$ cat src/rtl/lc3b_types.sv
// Shared LC-3b types: physical-memory line, arbiter state encoding, starvation ceiling.
package lc3b_types;

  localparam int PLINE_W        = 128;
  localparam int ARB_STARVE_MAX = 15;

  typedef logic [PLINE_W-1:0] lc3b_pline;

  typedef enum logic [1:0] {
    ARB_IDLE,
    ARB_SERVE_I,
    ARB_SERVE_D
  } arb_state_t;

endpackage

$ cat src/rtl/arb_starve_counter.sv
// Saturating count of D grants made while I waits; flags when I must be forced next.
// Latency: count updates on the grant edge; forced is combinational from the count.
module arb_starve_counter
  import lc3b_types::*;
#(
  parameter int LIMIT = 4
) (
  input  logic       clk,
  input  logic       reset,
  input  logic       inc,
  input  logic       clr,
  output logic [3:0] cnt,
  output logic       forced
);

  always_ff @(posedge clk or posedge reset) begin
    if (reset) begin
      cnt <= '0;
    end else if (clr) begin
      cnt <= '0;
    end else if (inc && (cnt != 4'(ARB_STARVE_MAX))) begin
      cnt <= cnt + 4'd1;
    end
  end

  assign forced = (int'(cnt) >= LIMIT);

endmodule

$ cat src/rtl/mem_arbiter.sv
// I-cache / D-cache arbiter for one pmem line port: data priority, fetch anti-starvation, grant held per access.
// Request at edge k -> strobe from k+1; pmem_resp passes straight through; one IDLE cycle between grants. Optional MEM_ARB_PERF_EN.
module mem_arbiter
  import lc3b_types::*;
#(
  parameter int ADDR_W       = 16,
  parameter int LINE_W       = PLINE_W,
  parameter int STARVE_LIMIT = 4
) (
  input  logic              clk,
  input  logic              reset,
  input  logic              i_read,
  input  logic [ADDR_W-1:0] i_addr,
  output logic [LINE_W-1:0] i_rdata,
  output logic              i_resp,
  input  logic              d_read,
  input  logic              d_write,
  input  logic [ADDR_W-1:0] d_addr,
  input  logic [LINE_W-1:0] d_wdata,
  output logic [LINE_W-1:0] d_rdata,
  output logic              d_resp,
  output logic              pmem_read,
  output logic              pmem_write,
  output logic [ADDR_W-1:0] pmem_addr,
  output logic [LINE_W-1:0] pmem_wdata,
  input  logic [LINE_W-1:0] pmem_rdata,
  input  logic              pmem_resp
`ifdef MEM_ARB_PERF_EN
  ,
  input  logic              perf_clr,
  output logic [31:0]       perf_i_grants,
  output logic [31:0]       perf_d_grants,
  output logic [31:0]       perf_i_wait
`endif
);

  arb_state_t state_q, state_d;
  logic       d_req;
  logic       forced_i;
  logic       starve_inc;
  logic       starve_clr;
  logic [3:0] starve_cnt;

  assign d_req   = d_read | d_write;
  assign i_rdata = pmem_rdata;
  assign d_rdata = pmem_rdata;

  arb_starve_counter #(.LIMIT(STARVE_LIMIT)) u_starve (
    .clk    (clk),
    .reset  (reset),
    .inc    (starve_inc),
    .clr    (starve_clr),
    .cnt    (starve_cnt),
    .forced (forced_i)
  );

  always_ff @(posedge clk or posedge reset) begin
    if (reset) state_q <= ARB_IDLE;
    else       state_q <= state_d;
  end

  always_comb begin
    state_d    = state_q;
    pmem_read  = 1'b0;
    pmem_write = 1'b0;
    pmem_addr  = '0;
    pmem_wdata = '0;
    i_resp     = 1'b0;
    d_resp     = 1'b0;
    starve_inc = 1'b0;
    starve_clr = 1'b0;
    case (state_q)
      ARB_IDLE: begin
        // pmem_resp is deliberately ignored here: nothing is outstanding.
        if (d_req && !forced_i) begin
          state_d    = ARB_SERVE_D;
          starve_inc = i_read;
        end else if (i_read) begin
          state_d    = ARB_SERVE_I;
          starve_clr = 1'b1;
        end
      end
      ARB_SERVE_I: begin
        pmem_read = 1'b1;
        pmem_addr = i_addr;
        if (pmem_resp) begin
          i_resp  = 1'b1;
          state_d = ARB_IDLE;
        end
      end
      ARB_SERVE_D: begin
        pmem_read  = d_read & ~d_write;
        pmem_write = d_write;
        pmem_addr  = d_addr;
        pmem_wdata = d_wdata;
        if (pmem_resp) begin
          d_resp  = 1'b1;
          state_d = ARB_IDLE;
        end
      end
      default: state_d = ARB_IDLE;
    endcase
  end

`ifdef MEM_ARB_PERF_EN
  always_ff @(posedge clk or posedge reset) begin
    if (reset) begin
      perf_i_grants <= '0;
      perf_d_grants <= '0;
      perf_i_wait   <= '0;
    end else if (perf_clr) begin
      perf_i_grants <= '0;
      perf_d_grants <= '0;
      perf_i_wait   <= '0;
    end else begin
      if (state_q == ARB_IDLE && state_d == ARB_SERVE_I) perf_i_grants <= perf_i_grants + 32'd1;
      if (state_q == ARB_IDLE && state_d == ARB_SERVE_D) perf_d_grants <= perf_d_grants + 32'd1;
      if (i_read && state_q != ARB_SERVE_I)              perf_i_wait   <= perf_i_wait + 32'd1;
    end
  end
`endif

  // Simultaneous read and write-back from the dcache is illegal; write would win.
  a_no_rd_wr: assert property (@(posedge clk) disable iff (reset)
    !(state_q == ARB_SERVE_D && d_read && d_write))
    else $error("mem_arbiter: d_read and d_write both high");

endmodule

$ cat config.mk
export PLATFORM = sky130hd
export DESIGN_NAME = mem_arbiter
export DESIGN_NICKNAME = d
export VERILOG_FILES = /design/src/rtl/lc3b_types.sv /design/src/rtl/arb_starve_counter.sv /design/src/rtl/mem_arbiter.sv
export SDC_FILE = /design/constraint.sdc
export NUM_CORES = 1
export LEC_CHECK = 0
export CAP_MARGIN = 20
export CORE_AREA = 2 2 271 273
export DETAILED_ROUTE_END_ITERATION = 12
export DIE_AREA = 0 0 273 275
export SYNTH_ARGS = -nofsm -noshare
export SYNTH_HDL_FRONTEND = slang
export SYNTH_HIERARCHICAL = 1
export SYNTH_SLANG_ARGS = --single-unit
$ cat constraint.sdc
create_clock -name clk -period 1.9 [get_ports clk]
set_clock_uncertainty 0.15 [all_clocks]
set_input_delay 0.38 -clock clk [delete_from_list [all_inputs] [get_ports clk]]
set_output_delay 0.38 -clock clk [all_outputs]
set_load 0.005 [all_outputs]
After elaboration in Yosys (flattened, before gate mapping)
Index checks and enable logic that the tools add are counted.
{ "classes": {"muxes": 18, "reduce_logical": 7, "eq_ne": 5, "addsub": 1, "magnitude_cmp": 1, "bitwise": 3} }
{ "op_table": {"columns": ["op", "n"], "rows": [
  ["2-to-1 mux 128 bit", 1],
  ["case mux 16 bit (2 select lines)", 1],
  ["2-to-1 mux 1 bit", 9],
  ["2-to-1 mux 4 bit", 2],
  ["2-to-1 mux 2 bit", 3],
  ["adder 4 x 1 -> 4 bit, second input constant", 1],
  [">= comparator 4 x 3 -> 1 bit, second input constant", 1],
  ["inequality test 4 bit, second input constant", 1],
  ["case mux 2 bit (2 select lines)", 1],
  ["inequality test 3 bit, second input constant", 1],
  ["equality test 2 x 1 -> 1 bit, second input constant", 1],
  ["equality test 2 bit, second input constant", 1],
  ["logical AND 1 bit", 2],
  ["logical NOT 2 bit", 1],
  ["inequality test 2 x 1 -> 1 bit, second input constant", 1],
  ["case mux 1 bit (2 select lines)", 1],
  ["AND reduction 2 bit", 1],
  ["nonzero test 2 bit", 1],
  ["OR reduction 2 bit", 1],
  ["bitwise AND 1 bit", 1],
  ["logical NOT 1 bit", 1],
  ["NOT 1 bit", 1],
  ["OR 1 bit", 1]
]} }
{ "word_totals": {"out_inout_bits": 404, "in_bits": 294, "regBits": 6, "wordCells": 37} }

Logic depth before layout (Yosys ltp)
Gate-level depths: netlist of the first run.
{ "logic_depth": {"word_depth": 8, "ltp_mapped": 7, "ltp_nobuf": 7} }

Hierarchy
The synthesis of the first run kept the hierarchy.
{ "by_module_without_submodules": {"columns": ["mod", "area_each_um2", "cells_per_inst", "seq_area_each_um2", "instances"], "rows": [
  ["mem_arbiter", 3261.9, 463, 50.0, 1],
  ["arb_starve_counter", 236.5, 22, 100.1, 1]
]} }

Worst setup path after synthesis of the first run
OpenSTA, ideal clock, no wires.
{ "synth_timing": {"kind": "flip-flop to flip-flop", "startpoint": "register u_starve.cnt[2]", "endpoint": "register u_starve.cnt[0]", "period_less_slack_ns": 1.826, "arrival_ns": 1.550, "stages_incl_launch_ff": 7, "setup_ns": 0.125, "required_ns": 1.625, "n_path_buf": 0, "path_slack_ns": 0.074, "cell_sequence": "dfrtp_1 or2_1 o21bai_1 nor2_1 inv_1 a31oi_4 mux2_4"} }
{ "synth_via": {"elab_chain_cells": 7, "word_cells_on_any_way": 11, "classes_between": "order compare: 1; eq/ne: 1; mux: 5; reduce/logical: 4"} }
{ "synth_rtl": {"columns": ["element", "line_no", "text"], "rows": [
  ["start: declaration", "arb_starve_counter.sv:12", "output logic [3:0] cnt,"],
  ["start signal: assignment", "arb_starve_counter.sv:22", "cnt <= cnt + 4'd1;"],
  [">= comparator 4 x 3 -> 1 bit", "arb_starve_counter.sv:26", "assign forced = (int'(cnt) >= LIMIT);"],
  ["net forced_i", "mem_arbiter.sv:39", "logic forced_i;"],
  ["logical NOT 1 bit", "mem_arbiter.sv:75", "if (d_req && !forced_i) begin"],
  ["logical AND 1 bit", "mem_arbiter.sv:75", null],
  ["2-to-1 mux 1 bit", "mem_arbiter.sv:75", null],
  ["2-to-1 mux 1 bit", "mem_arbiter.sv:72", "case (state_q)"],
  ["net starve_inc", "mem_arbiter.sv:40", "logic starve_inc;"],
  ["logical AND 1 bit", "arb_starve_counter.sv:21", "end else if (inc && (cnt != 4'(ARB_STARVE_MAX))) begin"],
  ["nonzero test 2 bit (no source line)", null, null]
]} }
The timed path passes the listed nets, and every way through them passes these cells.
A chain may end at the register's enable or synchronous reset.

Final worst setup path of the first run
{ "layout_timing": {"startpoint": "register state_q[1]", "endpoint": "output pmem_wdata[35]"} }
{ "layout_via": {"elab_chain_cells": 2} }
{ "layout_rtl": {"columns": ["element", "line_no", "text"], "rows": [
  ["start: declaration", "mem_arbiter.sv:37", "arb_state_t state_q, state_d;"],
  ["start signal: assignment", "mem_arbiter.sv:59", "else state_q <= state_d;"],
  ["equality test 2 bit", "mem_arbiter.sv:72", null],
  ["2-to-1 mux 128 bit", "mem_arbiter.sv:72", null],
  ["end: declaration", "mem_arbiter.sv:25", "output logic [LINE_W-1:0] pmem_wdata,"]
]} }
No other way between the ends.

==> run summary, run 1 <==
status: complete, but fails checks
failing checks: setup timing
area overhead of the layout relative to synthesis: 105%
max-slew violation total from the final report: 0
Tcrit/Tclk final: 115%
Synth area leaders: sky130_fd_sc_hd__buf_4 56%, sky130_fd_sc_hd__and2_1 23%, sky130_fd_sc_hd__dfrtp_1 4.3%
share of flip-flops with an asynchronous set or reset after synthesis: 100%
proportion of layout cells with a drive suffix above 1: 61.8%
ranking of synthesized cells by instance count: 260 x sky130_fd_sc_hd__buf_4, 131 x sky130_fd_sc_hd__and2_1, 17 x sky130_fd_sc_hd__nor2b_1
number of global-route vias before repair: 3456
hold crit path type: input port to asynchronous set/reset pin
#FFs+latches synth: 6
buffers added on ports: 313
mean cell area of the mapped netlist: 7.21 um2
final wirelength: 24000 um
height of the die: 275 um
GRT Util Overall: 5.38%
power density over the cells: 1060 nW/um2
required time of the worst setup path: 1370 ps
Overflow after GRT: 0
fin worst setup slack: -292 ps
pin count of the biggest net entering global routing: 24
Die X: 273 um
count of standard-cell rows: 99
crit path kind: flop to output port
hold buffer count at CTS: 0
netlist area before placement: 3500 um2
area of the die: 75100 um2
nature of the critical path startpoint: flop
count of non-filler cells in the finished layout: 1557
Gate Count Post-Synth: 485
cts bufs inserted: 3
number of enable-type register cells in the synthesized netlist: 0
number of I/O pins: 698
antenna viol nets, final: 0
relative slew slack: 80.7%
DRC errors left: 0
setup repair after global routing missed its margin: true
shortest clock period the worst path allows after layout: 2190 ps
routed vias: 3444
placer congestion estimate: 0.703
DRC violation total after the first TritonRoute iteration: 40
Peak supply drop: 0.000703 V
count leader, synth: sky130_fd_sc_hd__buf_4
dominant register cell in the synthesized netlist: sky130_fd_sc_hd__dfrtp_1
cell type with the highest aggregate area in the netlist: sky130_fd_sc_hd__buf_4
core area: 72300 um2
Total Negative Setup Slacks: -32630 ps
CTS tree: yes
Yosys Warn Count: 6
number of cells traversed by the worst register-to-register path: 8
portion of synthesized cell area occupied by the leading cell type: 55.8%
final net count: 898
Pre-antenna DRT Iters: 4
number of antenna violations at the first check in global routing: 9
kind of capture point of the worst setup path: output port
H-tree levels: 1
static leakage: 2.88 nW
wire length of the first global-routing pass: 27300 um
data arrival time of the worst path: 1660 ps
placed wire-length estimate: 18000 um
placed instance count: 1508
final hold violation count: 0
Worst Path Max Fanout: 6
Initial Util: 4.84%
Vias/cell: 2.21
f_max: 456 MHz
maximum root-to-sink buffer count: 2
source-to-sink clock delay at the later pin of the worst-skew pair: 220 ps
routed length per placed instance: 15.4 um
part of the Yosys area used for sequential elements: 4.29%
slew at the pin with the worst max-slew slack: 288 ps
clock-pin transition on the worst setup and hold timing paths: 30 ps
library cells used by synthesis: 27
clk root buf: sky130_fd_sc_hd__clkbuf_16
Setup-failing EPs final: 148
CTS sink count: 6
syn_nets: 784
max-cap violations: 0
worst slack, placed: -474 ps
-- cell usage in the layout (no fill, tap or decap), drive strengths merged --
cell / n
clkdlybuf4s50: 163
buf: 149
and2: 131
clkbuf: 72
nor2b: 17
a22oi: 16
inv: 7
dfrtp: 6
nor2: 6
ha: 5
nand2b: 3
a21oi: 3
dlymetal6s2s: 3
nand2: 3
nor3: 2
diode: 1
o21bai: 1
o21ai: 1
a32o: 1
o21a: 1
a31oi: 1
mux2i: 1
and4: 1
nand4: 1
a211oi: 1
or2: 1
mux2: 1
-- what timing repair did --
item,CTS,global route
setup endpoints to repair,149,152
pin swaps,2,10
buffers inserted,21,16
resized for setup,385,400
cloned,7,13
hold endpoints to repair,0,0
-- stage by stage --
step | power [mW] | hold WS (ps) | util, % | cell area (um2)
CTS | 6.21 | 187 | 9.06 | 6560
detailed placement | 4.70 | 421 | 8.41 | 6090
global route | 8.14 | 197 | 9.91 | 7170
floorplan | 2.20 | -28.8 | - | 3500
finish | 7.63 | 184 | 9.91 | 7170
global placement | 4.71 | 407 | 8.41 | 6090
-- power by group --
group	total [mW]	leakage [nW]	switching (mW)	internal [mW]
sequential	0.219	0.0779	0.0428	0.176
clock	0.336	0.0370	0.0664	0.270
combinational	7.07	2.76	2.58	4.49
-- worst max-delay path, stage by stage, from the launching register on --
cell	delay (ps)
sky130_fd_sc_hd__dfrtp_1	420
sky130_fd_sc_hd__buf_6	140
sky130_fd_sc_hd__ha_4	180
sky130_fd_sc_hd__buf_8	140
sky130_fd_sc_hd__buf_6	120
sky130_fd_sc_hd__clkbuf_16	160
sky130_fd_sc_hd__and2_1	140
sky130_fd_sc_hd__buf_2	130
-- final timing paths --
kind,start,slack (ps),to
worst max register to register,state_q[1],110,u_starve/cnt[0]
worst min-delay path,reset,180,state_q[1]
max in group asynchronous,reset,1240,u_starve/cnt[1]
min in group clk,u_starve/cnt[1],420,u_starve/cnt[1]
worst max-delay path,state_q[1],-290,pmem_wdata[35]
worst min register to register,u_starve/cnt[1],420,u_starve/cnt[1]
-- final cells by class --
cell class	count	area, um2
Fill cell	8348	65200
Timing Repair Buffer	384	3960
Multi-Input combinational cell	197	1750
Tap cell	959	1200
Sequential cell	6	150
Clock buffer	3	75.1
Inverter	7	31.3
Antenna cell	1	2.50
-- routing by layer --
metal,part of all wire [%],vias up,GRT usage (%)
met5,0.20,-,0
met4,4.7,8,3.58
met3,19,55,4.50
met2,42,478,7.73
met1,33,1438,5.17
li1,-,1465,-
-- cells by family (layout without fill, tap and decap cells) --
group	Yosys count	after routing	share of synthesized area [%]
AOI/OAI and AO/OA	25	25	5.54
adders and majority gates	5	5	1.79
buffers and inverters	282	394	58.8
DFF	6	6	4.29
muxes	2	2	0.715
other	0	1	0
and+or+nand+nor	165	165	28.9
-- flip-flops by register name, summed over array words and instances, names as in the netlist --
register	cells
state_q	2
u_starve/cnt	4
Power figures use the tool's default switching activity.
==> run 2, diff against run 1 <==
==> constraint.sdc (replaced) <==
create_clock -name clk -period 2 [get_ports clk]
set_clock_uncertainty 0.15 [all_clocks]
set_input_delay 0.4 -clock clk [delete_from_list [all_inputs] [get_ports clk]]
set_output_delay 0.4 -clock clk [all_outputs]
set_load 0.005 [all_outputs]
==> run 2 against run 1 <==
  * The flow still finishes with violations (setup timing)
  * Clock power fell by 3%
  * Flip-flop and latch count did not move
  * Cell count fell by 0.13%
  * First-iteration DRC count rose by 28%
==> run summary, run 2 (same netlist as run 1, synthesis figures left out) <==
fraction of power consumed by sequential logic: 2.9% (about the same)
placed instance count: 1506 (-0.13%)
Largest register FFs: 4 (unchanged)
final net count: 895 (-0.33%)
H-tree levels: 1 (unchanged)
setup repair after global routing missed its margin: true
f_max: 435 MHz
clk root buf: sky130_fd_sc_hd__clkbuf_16
cells traversed along the worst timing path: buf_6 -> ha_4 -> buf_12 -> buf_12 -> buf_16 -> buf_8 -> and2_4 -> buf_6
Die X: 273 um (unchanged)
data arrival time of the worst path: 1750 ps (+90 ps)
status: complete, but fails checks
Internal: 4.61 mW (-6.7%)
fin worst setup slack: -299 ps (-7.26 ps)
routed length per placed instance: 14.9 um (-3.2%)
static leakage: 2.79 nW (-3.1%)
source-to-sink clock delay at the later pin of the worst-skew pair: 230 ps (about the same)
final hold violation count: 0 (unchanged)
power share of the combinational group: 92.4% (-0.3 points)
placed wire-length estimate: 17900 um (-0.33%)
pin count of the biggest net entering global routing: 19 (-21%)
Total Negative Setup Slacks: -29370 ps (+3260 ps)
register with the highest flop count: u_starve/cnt
nature of the critical path startpoint: flop
number of I/O pins: 698 (unchanged)
kind of capture point of the worst setup path: output port
number of cells traversed by the worst register-to-register path: 7 (-1)
CP delay by family, top: buffers and inverters
cts bufs inserted: 3 (unchanged)
relative slew slack: 80.1% (-0.66 points)
commonest non-fill, non-tap cell in the layout: sky130_fd_sc_hd__clkdlybuf4s50_1
number of global-route vias before repair: 3539 (+2.4%)
Setup-failing EPs final: 148 (unchanged)
number of buffers and inverters on the critical path: 6 (+1)
Initial Util: 4.84% (unchanged)
Pre-antenna DRT Iters: 4 (unchanged)
CP Depth: 8 (+1)
DRC violation total after the first TritonRoute iteration: 51 (+28%)
number of antenna violations at the first check in global routing: 9 (unchanged)
DRC errors left: 0 (unchanged)
count of standard-cell rows: 99 (unchanged)
required time of the worst setup path: 1450 ps (+80 ps)
height of the die: 275 um (unchanged)
failing checks: setup timing
routed vias: 3419 (-0.73%)
placer congestion estimate: 0.707 (+0.58%)
power density over the cells: 979 nW/um2 (-8.0%)
GRT Util Overall: 5.54% (+0.16 points)
area of the die: 75100 um2 (unchanged)
worst hold slack: 206 ps (+22.4 ps)
switching power: 2.43 mW (-9.7%)
buffers added on ports: 313 (unchanged)
Overflow after GRT: 0 (unchanged)
core area: 72300 um2 (unchanged)
area overhead of the layout relative to synthesis: 106%
Peak supply drop: 0.000628 V (-11%)
proportion of layout cells with a drive suffix above 1: 52.0% (-9.8 points)
maximum root-to-sink buffer count: 2 (unchanged)
final wirelength: 23200 um (-3.3%)
max-cap violations: 0 (unchanged)
count of non-filler cells in the finished layout: 1555 (-0.13%)
crit path kind: flop to output port
hold crit path type: input port to asynchronous set/reset pin
antenna viol nets, final: 0 (unchanged)
clock-pin transition on the worst setup and hold timing paths: 30 ps (about the same)
part of the power in the clock network: 4.7% (+0.3 points)
Worst Path Max Fanout: 8 (+2)
commonest cells after routing, fill and taps aside: 181 x sky130_fd_sc_hd__clkdlybuf4s50_1, 92 x sky130_fd_sc_hd__buf_6, 86 x sky130_fd_sc_hd__and2_4
Vias/cell: 2.20 (-0.60%)
max-slew violation total from the final report: 0 (unchanged)
Largest regs: u_starve/cnt (4), state_q (2)
slew at the pin with the worst max-slew slack: 298 ps (+9.88 ps)
Tcrit/Tclk final: 115%
Final Core Density: 9.94% (+0.029 points)
shortest clock period the worst path allows after layout: 2300 ps
wire length of the first global-routing pass: 28400 um (+3.9%)
CTS tree: yes
CTS sink count: 6 (unchanged)
net switching fraction of the power: 34.5% (-0.75 points)
maximum cell stage delay along the critical path: 400 ps (-20 ps)
slowest library cell on the worst path: sky130_fd_sc_hd__dfrtp_1
==> run 2: final timing paths <==
| kind | endpoint | slack, ps | start |
|---|---|---|---|
| setup / recovery | pmem_wdata[58] | -300 | state_q[1] |
| hold / removal | state_q[1] | 210 | reset |
| setup reg to reg | u_starve/cnt[3] | 170 | u_starve/cnt[3] |
| hold reg to reg | u_starve/cnt[1] | 420 | u_starve/cnt[1] |
| max in group asynchronous | u_starve/cnt[0] | 1320 | reset |
| min in group clk | u_starve/cnt[1] | 420 | u_starve/cnt[1] |
==> run 2: power by group through the flow <==
stage,sequential [mW],combinational (mW),clock (mW)
final,0.206,6.50,0.327
after global routing,0.215,6.98,0.338
after CTS,0.206,6.39,0.335
after detailed placement,0.208,4.27,0
after global placement,0.207,4.28,0
after floorplan,0.204,1.89,0
==> run 2: cell type report <==
type | instances | area, um2
multi-input combinational | 197 | 1690
inverter | 7 | 28.8
timing repair buffer | 381 | 4040
fill | 8373 | 65200
clock buffer | 3 | 75.1
antenna | 2 | 5.00
tap | 959 | 1200
sequential | 6 | 150
==> run 2: metrics by stage <==
stage	instance area, um2	setup WS [ps]	power [mW]
after floorplan	3500	174	2.09
after global placement	6070	-407	4.48
after detailed placement	6070	-427	4.48
after CTS	7070	-336	6.93
after global routing	7190	-358	7.53
final	7190	-299	7.04
==> run 2: worst register-to-register path, delay by kind of cell, from the launching register on <==
family | cells | cell delay [ps]
flops | 1 | 410
compound gates | 2 | 260
simple gates | 4 | 740
buf+inv | 1 | 140
==> run 2: routing by layer <==
| layer | routed length [um] | track usage, % | vias up |
|---|---|---|---|
| li1 | - | - | 1457 |
| met1 | 7090 | 4.97 | 1396 |
| met2 | 10000 | 8.68 | 497 |
| met3 | 4950 | 4.96 | 59 |
| met4 | 983 | 2.40 | 10 |
| met5 | 120 | 0.627 | - |
==> run 2: timing repair <==
item | in CTS | in global routing
setup endpoints to repair | 148 | 149
buffers inserted | 30 | 13
hold buffers | 0 | 0
pin swaps | 2 | 4
cloned | 9 | 2
resized for setup | 595 | 92
